===== src/rtl/hazard_stall_ctrl.sv =====
// hazard_stall_ctrl: load-use bubble, memory-busy freeze with watchdog, deferred branch flush; HAZARD_PERF_CNT_EN adds perf counters
module hazard_stall_ctrl #(
    parameter int unsigned MAX_MEM_WAIT = 15,
    parameter int unsigned WAIT_W = 4
`ifdef HAZARD_PERF_CNT_EN
    ,
    parameter int unsigned CNT_W = 32
`endif
) (
    input  logic       clk_i,
    input  logic       rst_i,
    input  logic       ID_EX_MemRead_i,
    input  logic [4:0] ID_EX_rd_i,
    input  logic [4:0] IF_ID_rs1_i,
    input  logic [4:0] IF_ID_rs2_i,
    input  logic       branch_taken_i,
    input  logic       mem_busy_i,
    output logic       NoOp_o,
    output logic       PCWrite_o,
    output logic       IF_ID_Stall_o,
    output logic       IF_ID_Flush_o,
    output logic       Freeze_o,
    output logic       timeout_o
`ifdef HAZARD_PERF_CNT_EN
    ,
    output logic [CNT_W-1:0] lu_stall_cnt_o,
    output logic [CNT_W-1:0] freeze_cnt_o,
    output logic [CNT_W-1:0] flush_cnt_o
`endif
);
    typedef enum logic [1:0] {RUN, FREEZE, TIMEOUT} state_t;
    state_t state_q, state_d;
    logic [WAIT_W-1:0] wait_cnt_q, wait_cnt_d;
    logic flush_pend_q, flush_pend_d;
    logic hazard, frz;
    assign hazard = ID_EX_MemRead_i & (ID_EX_rd_i != 5'd0) &
                    ((ID_EX_rd_i == IF_ID_rs1_i) | (ID_EX_rd_i == IF_ID_rs2_i));
    assign frz = ((state_q == FREEZE) | (state_q == RUN)) & mem_busy_i | (state_q == TIMEOUT);
    assign NoOp_o        = rst_i | (!frz & hazard);
    assign PCWrite_o     = !rst_i & !frz & !hazard;
    assign IF_ID_Stall_o = !rst_i & (frz | hazard);
    assign IF_ID_Flush_o = rst_i | (!frz & !hazard & (branch_taken_i | flush_pend_q));
    assign Freeze_o      = !rst_i & frz;
    assign timeout_o     = !rst_i & (state_q == TIMEOUT);
    always_comb begin
        state_d = state_q;
        wait_cnt_d = wait_cnt_q;
        // a branch seen while frozen is remembered; a load-use bubble keeps it pending
        flush_pend_d = frz ? (flush_pend_q | (!hazard & branch_taken_i)) : (hazard & flush_pend_q);
        case (state_q)
            RUN: begin
                state_d = mem_busy_i ? FREEZE : RUN;
                wait_cnt_d = mem_busy_i ? WAIT_W'(1) : '0;
            end
            FREEZE: begin
                state_d = !mem_busy_i ? RUN : (wait_cnt_q == WAIT_W'(MAX_MEM_WAIT)) ? TIMEOUT : FREEZE;
                wait_cnt_d = !mem_busy_i ? '0 : (wait_cnt_q == WAIT_W'(MAX_MEM_WAIT)) ? wait_cnt_q : wait_cnt_q + WAIT_W'(1);
            end
            default: ;
        endcase
        if (rst_i) begin
            state_d = RUN;
            wait_cnt_d = '0;
            flush_pend_d = 1'b0;
        end
    end
    always_ff @(posedge clk_i) begin
        state_q <= state_d;
        wait_cnt_q <= wait_cnt_d;
        flush_pend_q <= flush_pend_d;
    end
`ifdef HAZARD_PERF_CNT_EN
    logic [CNT_W-1:0] lu_cnt_q, lu_cnt_d, frz_cnt_q, frz_cnt_d, fl_cnt_q, fl_cnt_d;
    always_comb begin
        lu_cnt_d  = rst_i ? '0 : lu_cnt_q  + CNT_W'(NoOp_o & ~&lu_cnt_q);
        frz_cnt_d = rst_i ? '0 : frz_cnt_q + CNT_W'(Freeze_o & ~&frz_cnt_q);
        fl_cnt_d  = rst_i ? '0 : fl_cnt_q  + CNT_W'(IF_ID_Flush_o & ~&fl_cnt_q);
    end
    always_ff @(posedge clk_i) begin
        lu_cnt_q <= lu_cnt_d;
        frz_cnt_q <= frz_cnt_d;
        fl_cnt_q <= fl_cnt_d;
    end
    assign lu_stall_cnt_o = lu_cnt_q;
    assign freeze_cnt_o = frz_cnt_q;
    assign flush_cnt_o = fl_cnt_q;
`endif
endmodule


===== config.mk =====
export PLATFORM = sky130hd
export DESIGN_NAME = hazard_stall_ctrl
export DESIGN_NICKNAME = d
export VERILOG_FILES = /design/src/rtl/hazard_stall_ctrl.sv
export SDC_FILE = /design/constraint.sdc
export NUM_CORES = 1
export LEC_CHECK = 0
export ABC_AREA = 1
export BUFFER_PORTS_ARGS = -buffer_cell sky130_fd_sc_hd__clkbuf_2
export CORE_ASPECT_RATIO = 0.75
export CORE_MARGIN = 8
export CORE_UTILIZATION = 30
export DETAILED_ROUTE_END_ITERATION = 7
export GPL_ROUTABILITY_DRIVEN = 0
export HOLD_SLACK_MARGIN = 0.12
export MAX_ROUTING_LAYER = met4
export PLACE_DENSITY_LB_ADDON = 0.2
export REMOVE_ABC_BUFFERS = 1
export SLEW_MARGIN = 10
export SYNTH_ARGS = -nofsm -noshare
export SYNTH_HDL_FRONTEND = slang
export SYNTH_SLANG_ARGS = --single-unit
export TNS_END_PERCENT = 50

===== constraint.sdc =====
create_clock -name clk_i -period 2.3 [get_ports clk_i]
set_input_delay 0.46 -clock clk_i [delete_from_list [all_inputs] [get_ports clk_i]]
set_output_delay 0.46 -clock clk_i [all_outputs]
set_load 0.005 [all_outputs]

# After elaboration in Yosys (flattened, before gate mapping)
# Cells that the tools add are included.
# totals
ff_bits,7
latchBits,0
ram_bits,0
mem_bits_ro,0
inputBits,20
output_inout_bits,6
elab_cells,47
memories,0
# op_classes
addsub,1
mul,0
div_mod_pow,0
n_lt_le_gt_ge,0
eq_ne,6
shifts,0
muxes,9
bitwise_logic,21
reduce_logical,7
# op_table
op,n
AND 1 bit,13
equality test 5 bit,2
two-way mux 4 bit,2
OR 1 bit,8
case mux 4 bit (2 select lines),1
nonzero test 5 bit,1
adder 4 x 1 -> 4 bit (second input constant),1
equality test 4 bit (second input constant),1
two-way mux 2 bit,2
case mux 2 bit (2 select lines),1
logical NOT 1 bit,3
two-way mux 1 bit,3
!= test 3 bit (second input constant),1
equality test 2 x 1 -> 1 bit (second input constant),1
equality test 2 bit (second input constant),1
logical NOT 2 bit,1
AND reduction 2 bit,1
nonzero test 2 bit,1

# Depth between registers and ports, before layout
# Gate-level depths: netlist of run 1.
# logic_depth
depth_word,8
ltp_mapped,10
mapped_depth_nobuf,10

# Worst setup path before layout of run 1
# Ideal clock, no wire load.
# synth_timing
path_type,input port to output port
startpoint,input IF_ID_rs2_i[0]
endpoint,output IF_ID_Flush_o
arrival_ns,1.085
t_required_ns,1.840
path_slack_ns,0.755
stages,9
path_buffers,0
cell_sequence,nand2_1 > clkinv_1 > nor2_1 > nor2_1 > nand3_1 > nand2_1 > nand2_2 > nand2_2 > o21ai_0
# synth_via
elab_chain_len,7
# synth_rtl
item,line,text
from (decl),15,"input logic [4:0] IF_ID_rs2_i,"
equality test 5 bit,37,((ID_EX_rd_i == IF_ID_rs1_i) | (ID_EX_rd_i == IF_ID_rs2_i));
OR 1 bit,37,
AND 1 bit,36,assign hazard = ID_EX_MemRead_i & (ID_EX_rd_i != 5'd0) &
logical NOT 1 bit,42,assign IF_ID_Flush_o = rst_i | (!frz & !hazard & (branch_taken_i | flush_pend_q));
AND 1 bit (2 in a row),42,
OR 1 bit,42,
to (decl),21,"output logic IF_ID_Flush_o,"
# No other way between the ends.

# Worst setup path after layout of run 1
# layout_timing
startpoint,input ID_EX_rd_i[4]
endpoint,output NoOp_o
# layout_via
elab_chain_len,5
word_cells_on_any_way,8
cone_classes,eq/ne (2); bitwise (5); reduce/logical (1)
# layout_rtl
item,line,text
from (decl),13,"input logic [4:0] ID_EX_rd_i,"
equality test 5 bit or nonzero test 5 bit (tied branches),"37, 36",
OR 1 bit or AND 1 bit (tied branches),"37, 36",
AND 1 bit (*),36,
AND 1 bit (*),39,assign NoOp_o = rst_i | (!frz & hazard);
OR 1 bit (*),39,
to (decl),18,"output logic NoOp_o,"
# Mark *: on every way between the ends. The rest lies on a longest branch, timed or not.

==> results of run 1 <==
==> sequential cells by signal (all words and copies together) (netlist names) <==
name	flops
flush_pend_q	1
wait_cnt_q	4
state_q	2
==> cells by family (layout without fill, tap and decap cells) <==
family | Yosys count | in the layout | synth area share
compound gates | 12 | 12 | 0.114
xor+xnor | 2 | 2 | 0.0300
fa+ha+maj | 1 | 1 | 0.0214
buf+inv | 24 | 53 | 0.154
flops | 7 | 7 | 0.240
simple gates | 60 | 60 | 0.441
==> power by group <==
group          internal (mW)  switching (mW)
registers              0.125         0.00169
clock network         0.0662          0.0448
logic                 0.0338          0.0437
==> worst max-delay path: stages <==
cell	delay [ns]
clkbuf_2	0.11
inv_2	0.04
nand2_1	0.06
nand2_1	0.05
nor2_1	0.13
nand3_1	0.09
nand2_1	0.09
nand2_2	0.08
o21ai_0	0.16
clkbuf_2	0.14
==> layout by cell type (no fill, tap or decap), drive strengths merged, types with 2 or more instances in the layout <==
master	instances
nand3	3
a21oi	4
nor3	2
nand2	38
clkbuf	29
inv	23
xnor2	2
nor2	15
dfxtp	7
o21ai	5
==> layer usage <==
| metal | vias to the layer above | global-route usage | routed length (um) |
|---|---|---|---|
| met4 | 0 | 0.0311 | 0 |
| met1 | 283 | 0.0977 | 710 |
| met5 | - | - | 0 |
| met2 | 14 | 0.139 | 683 |
| li1 | 383 | - | - |
| met3 | 0 | 0.0448 | 118 |
==> path summary, 6_finish.rpt <==
path / end / cells past startpoint / start / slack, ns
hold reg to reg: flush_pend_q$_SDFF_PP0_ / 2 / flush_pend_q$_SDFF_PP0_ / 0.46
hold / removal: flush_pend_q$_SDFF_PP0_ / 2 / flush_pend_q$_SDFF_PP0_ / 0.46
setup / recovery: NoOp_o / 10 / ID_EX_rd_i[4] / 0.43
setup reg to reg: wait_cnt_q[3]$_SDFFE_PP0P_ / 7 / wait_cnt_q[0]$_SDFFE_PP0P_ / 0.96
==> cell type report <==
cell class	instances	share of cell area
Sequential cell	7	0.184
Timing Repair Buffer	25	0.164
Tap cell	22	0.0361
Clock buffer	4	0.0344
Inverter	24	0.118
Multi-Input combinational cell	75	0.464
==> results.md, run 1 <==
- Worst-path fanout max: 4
- Tot Pwr: ~310 uW
- GRT overflow: 0
- Non-Filler Instances: about 160
- Sequential share of the synthesized area: 0.240
- Min Hold Slack: approximately 0.46 ns
- Multi-input logic area: between 300 and 400 um2
- Mapped Cells: 106
- Crit path launch type: input port
- Starting Density: 0.327
- First-pass GRT wire length: around 2400 um
- Post-CTS Setup Bufs: 0
- Total of max-cap violations: 0
- Initial antenna violation count: 0
- Post-synth EDFFs: 0
- CTS sink count: 7
- PostCTS Resize Cnt: 0
- WP data arrival: 1.41 ns
- Num CTS Buffers: 3
- CTS Root Cell: clkbuf_4
- Total GRT Usage: 0.0894
- Final Max Slew Viols: 0
- Hpwl dp: 1320 um
- #FFs+latches synth: 7
- Vias in the first global route: 628
- Count leader, synth: nand2_1
- Top post-synthesis cells by area: dfxtp_1 24%, nand2_1 22%, inv_1 12%, nor2_1 9.6%, nand2_2 4.3%
- Worst Skew: between 0.0015 and 0.002 ns
- Peak Freq: between 500 and 600 MHz
- Synth warn: 0
- Die Ht: around 54 um
- Status: finished clean
- Final setup viols: 0
- Rel. slew slack: 0.819
- Min Tclk post-route: approximately 1.9 ns
- Die Wd: approximately 67 um
- DR WL/cell: ~9.6 um
- Mapped Area: ~580 um2
- Area grow syn2layout: 30.6%
- Hold Path Class: reg -> reg
- CTS Buffer Depth: 2
- Crit path required time: roughly 1.8 ns
- Reg clk slew, reported paths: about 0.050 ns
- Pwr dens: approximately 410 nW/um2
- Post-CTS Hold Buffers: 0
- Final hold vios: 0
- Share of cells above drive strength 1: 0.289
- Antenna diode count: 0
- Largest net degree at the start of global routing: 8
- Leak Pwr: 0.447 nW
- Dpl cells: 153
- Synth Area per Inst: around 5.5 um2
- Worst Max-Slew Pin Slew: approximately 0.27 ns
- Fin crit share: 0.812
- Core Area: roughly 1800 um2
- Crit path kind: in -> out
- Final worst setup slack: 0.433 ns
- IO Count: 26
- Via density: between 4 and 5
- Worst setup EP type: output port
- DR iter-0 viols: 25
- Clk_lat worst skew: 0.25 ns
- Post-route DRC: 0
- RSZ-0062 raised after global routing: no
- FFs w/ async S/R, synth: 0
- Pre-CTS setup slack: ~0.44 ns
- # fillers: 199
- Post-route antenna net violation count: 0
- Commonest cells post-synth: 34 x nand2_1, 18 x inv_1, 15 x nor2_1, 7 x dfxtp_1, 5 x inv_2
- H-tree lvl count: 1
- Final Core Density: 0.427
- Sequential cell area: 140 um2
- Port Buffers: 25
- Initial DRT Pass Iterations: 4
- TNS Setup: 0 ns
- Routed WL: 1510 um
- Design area: 763 um2
- Nets: between 150 and 200
- Dominant synthesized flop cell: dfxtp_1
- VDD IR max: roughly 0.27 mV
- Largest area contributor in the netlist: dfxtp_1
- Die area: about 3600 um2
- Num rows: 13
- Netlist cell types: 20
- Placed cell area: roughly 740 um2
- CTS tree: built
- DR vias: a little under 700
- Top cell type's share of synthesized area: 0.240
(Power assumes the default switching activity.)
==> run 2: changes to the inputs <==
- ABC_AREA: 1 -> 0
- CORE_ASPECT_RATIO: 0.75 -> unset
- clock period: 2.3 -> 1.6 ns (I/O delays scaled with it)
==> run 2 against run 1 <==
Effect of this change: the flow now finishes with violations (negative setup slack); clock skew grew 0.0052 ns; sequential power is 44% higher; synthesized cell count shrank 41%; largest cell class unchanged; highest routed layer unchanged.
==> results.md, run 2 <==
- TNS Setup: -0.617 ns
- Top post-synthesis cells by area: dfxtp_1 27%, xor2_1 20%, nor2_1 5.9%, a21oi_1 4.9%, nor3_1 3.9%
- Pre-CTS setup slack: -0.228 ns
- CTS Buffer Depth: 2
- FFs w/ async S/R, synth: 0
- Crit path required time: ~1.3 ns
- Starting Density: 0.307
- Hpwl dp: around 1000 um
- Area grow syn2layout: 52.9%
- Biggest register: wait_cnt_q
- DR vias: ~560
- Antenna diode count: 0
- Worst Max-Slew Pin Slew: ~0.27 ns
- Count leader, synth: xor2_1
- VDD IR max: approximately 0.33 mV
- Worst setup EP type: output port
- WHS Path Cells: 3
- Worst Skew: a little over 0.007 ns
- Worst-path fanout max: 3
- Post-route antenna net violation count: 0
- R2r worst-path depth: 6
- Final hold vios: 0
- #FFs+latches synth: 7
- Final Max Slew Viols: 0
- Largest registers: wait_cnt_q: 4 flops, state_q: 2 flops, flush_pend_q: 1 flops
- Post-CTS Hold Buffers: 0
- Final worst setup slack: -0.172 ns
- Final Core Density: 0.470
- RSZ-0062 raised after global routing: yes
- Final setup viols: 4
- Worst Hold End: flush_pend_q$_SDFF_PP0_
- Die area: between 3000 and 4000 um2
- Via density: 4.77
- Share of cells above drive strength 1: 0.485
- Post-route DRC: 0
- Synth Area per Inst: 8.14 um2
- Synth warn: 0
- DR WL/cell: about 10 um
- Routed WL: roughly 1200 um
- Tot Pwr: ~470 uW
- Total GRT Usage: 0.0854
- Worst reg2reg path startpoint: wait_cnt_q[0]$_SDFFE_PP0P_
- CTS Root Cell: clkbuf_4
- Largest area contributor in the netlist: dfxtp_1
- Port Buffers: 25
- Largest register FFs: 4
- Reg clk slew, reported paths: about 0.060 ns
- H-tree lvl count: 1
- Core Area: between 1500 and 2000 um2
- R2r setup slk: about 0.17 ns
- Commonest cells post-synth: 12 x xor2_1, 8 x nor2_1, 7 x dfxtp_1, 5 x a21oi_1, 4 x nor3_1
- Leak Pwr: 0.366 nW
- Num CTS Buffers: 3
- Sequential share of the synthesized area: 0.273
- Mapped Cells: between 60 and 70
- Clk_lat worst skew: around 0.26 ns
- CTS tree: built
- DR iter-0 viols: 14
- Min Tclk post-route: about 1.8 ns
- Die Wd: between 50 and 60 um
- Pwr dens: roughly 600 nW/um2
- GRT overflow: 0
- Nets: 123
- Initial antenna violation count: 0
- Post-synth EDFFs: 0
- Hold Path Class: in -> reg
- Total of max-cap violations: 0
- Top cell type's share of synthesized area: 0.273
- Die Ht: about 57 um
- WP data arrival: 1.45 ns
- CTS sink count: 7
- Crit path launch type: input port
- Status: complete, but fails checks
- Min-delay src: branch_taken_i
- First-pass GRT wire length: 2200 um
- Netlist cell types: 27
- Commonest non-fill, non-tap cell in the layout: clkbuf_2
- Dominant synthesized flop cell: dfxtp_1
- Most frequent cells in the layout: 23 x clkbuf_2, 12 x xor2_1, 11 x buf_4, 7 x nor2_1, 7 x dfxtp_1
- Peak Freq: ~560 MHz
- Fin crit share: 1.11
- Mapped Area: ~510 um2
- Largest net degree at the start of global routing: 14
- IO Count: 26
- Initial DRT Pass Iterations: 4
- Num rows: 15
- Reg2reg end: wait_cnt_q[3]$_SDFFE_PP0P_
- Crit path kind: in -> out
- Rel. slew slack: 0.820
- Vias in the first global route: 550
- Failing checks: negative setup slack
[run 2: what timing repair did]
action | in CTS | in global routing
setup endpoints to repair | 4 | 5
gates resized for setup | 4 | 3
setup buffers | 1 | 1
pin swaps | 5 | 3
[run 2: where the power goes]
group / internal [mW] / switching (mW) / total [mW]
Sequential: 0.179 / 0.00255 / 0.181
Combinational: 0.0649 / 0.0567 / 0.122
Clock: 0.0918 / 0.0742 / 0.166
[run 2: cell type report]
type / instances / area (um2)
fill: 167 / 886
multi-input combinational: 52 / 380
timing repair buffer: 36 / 208
sequential: 7 / 140
clock buffer: 3 / 22.5
tap: 17 / 21.3
inverter: 2 / 7.51
clock inverter: 1 / 5.00
[run 2: worst max path at each step]
stage | startpoint | end | depth (start not counted)
final | ID_EX_rd_i[1] | NoOp_o | 6
after global routing | ID_EX_rd_i[2] | IF_ID_Stall_o | 8
after CTS | ID_EX_rd_i[1] | PCWrite_o | 6
after detailed placement | ID_EX_rd_i[2] | PCWrite_o | 6
after global placement | ID_EX_rd_i[2] | NoOp_o | 6
after floorplan | ID_EX_rd_i[1] | NoOp_o | 4
[run 2: critical path, stage by stage]
cell,delay (ns)
clkbuf_2,0.09
or4_4,0.54
o21ai_4,0.16
nor2_2,0.07
a21o_1,0.18
clkbuf_2,0.10
[run 2: metal layers]
| layer | GRT usage | share of wire | vias up | routed length (um) |
|---|---|---|---|---|
| li1 | - | - | 302 | - |
| met1 | 0.0969 | 0.47 | 241 | 585 |
| met2 | 0.127 | 0.46 | 20 | 572 |
| met3 | 0.0404 | 0.065 | 0 | 80 |
| met4 | 0.0321 | 0 | 0 | 0 |
| met5 | - | 0 | - | 0 |
[run 2: stage by stage]
stage / instances / area (um2) / hold WS, ns
2_1_floorplan: 61 / 505 / 0.386
4_1_cts: 117 / 773 / 0.343
5_1_grt: 118 / 785 / 0.366
3_5_place_dp: 112 / 719 / 0.460
3_3_place_gp: 112 / 719 / 0.456
6_report: 118 / 785 / 0.342
[run 2: cells by family after synthesis]
kind of cell | Yosys count | share of synthesized area
adders and majority gates | 1 | 0.0244
DFF | 7 | 0.273
buffers and inverters | 4 | 0.0293
AOI/OAI and AO/OA | 14 | 0.190
xor gates and xnor gates | 12 | 0.205
and+or+nand+nor | 25 | 0.278
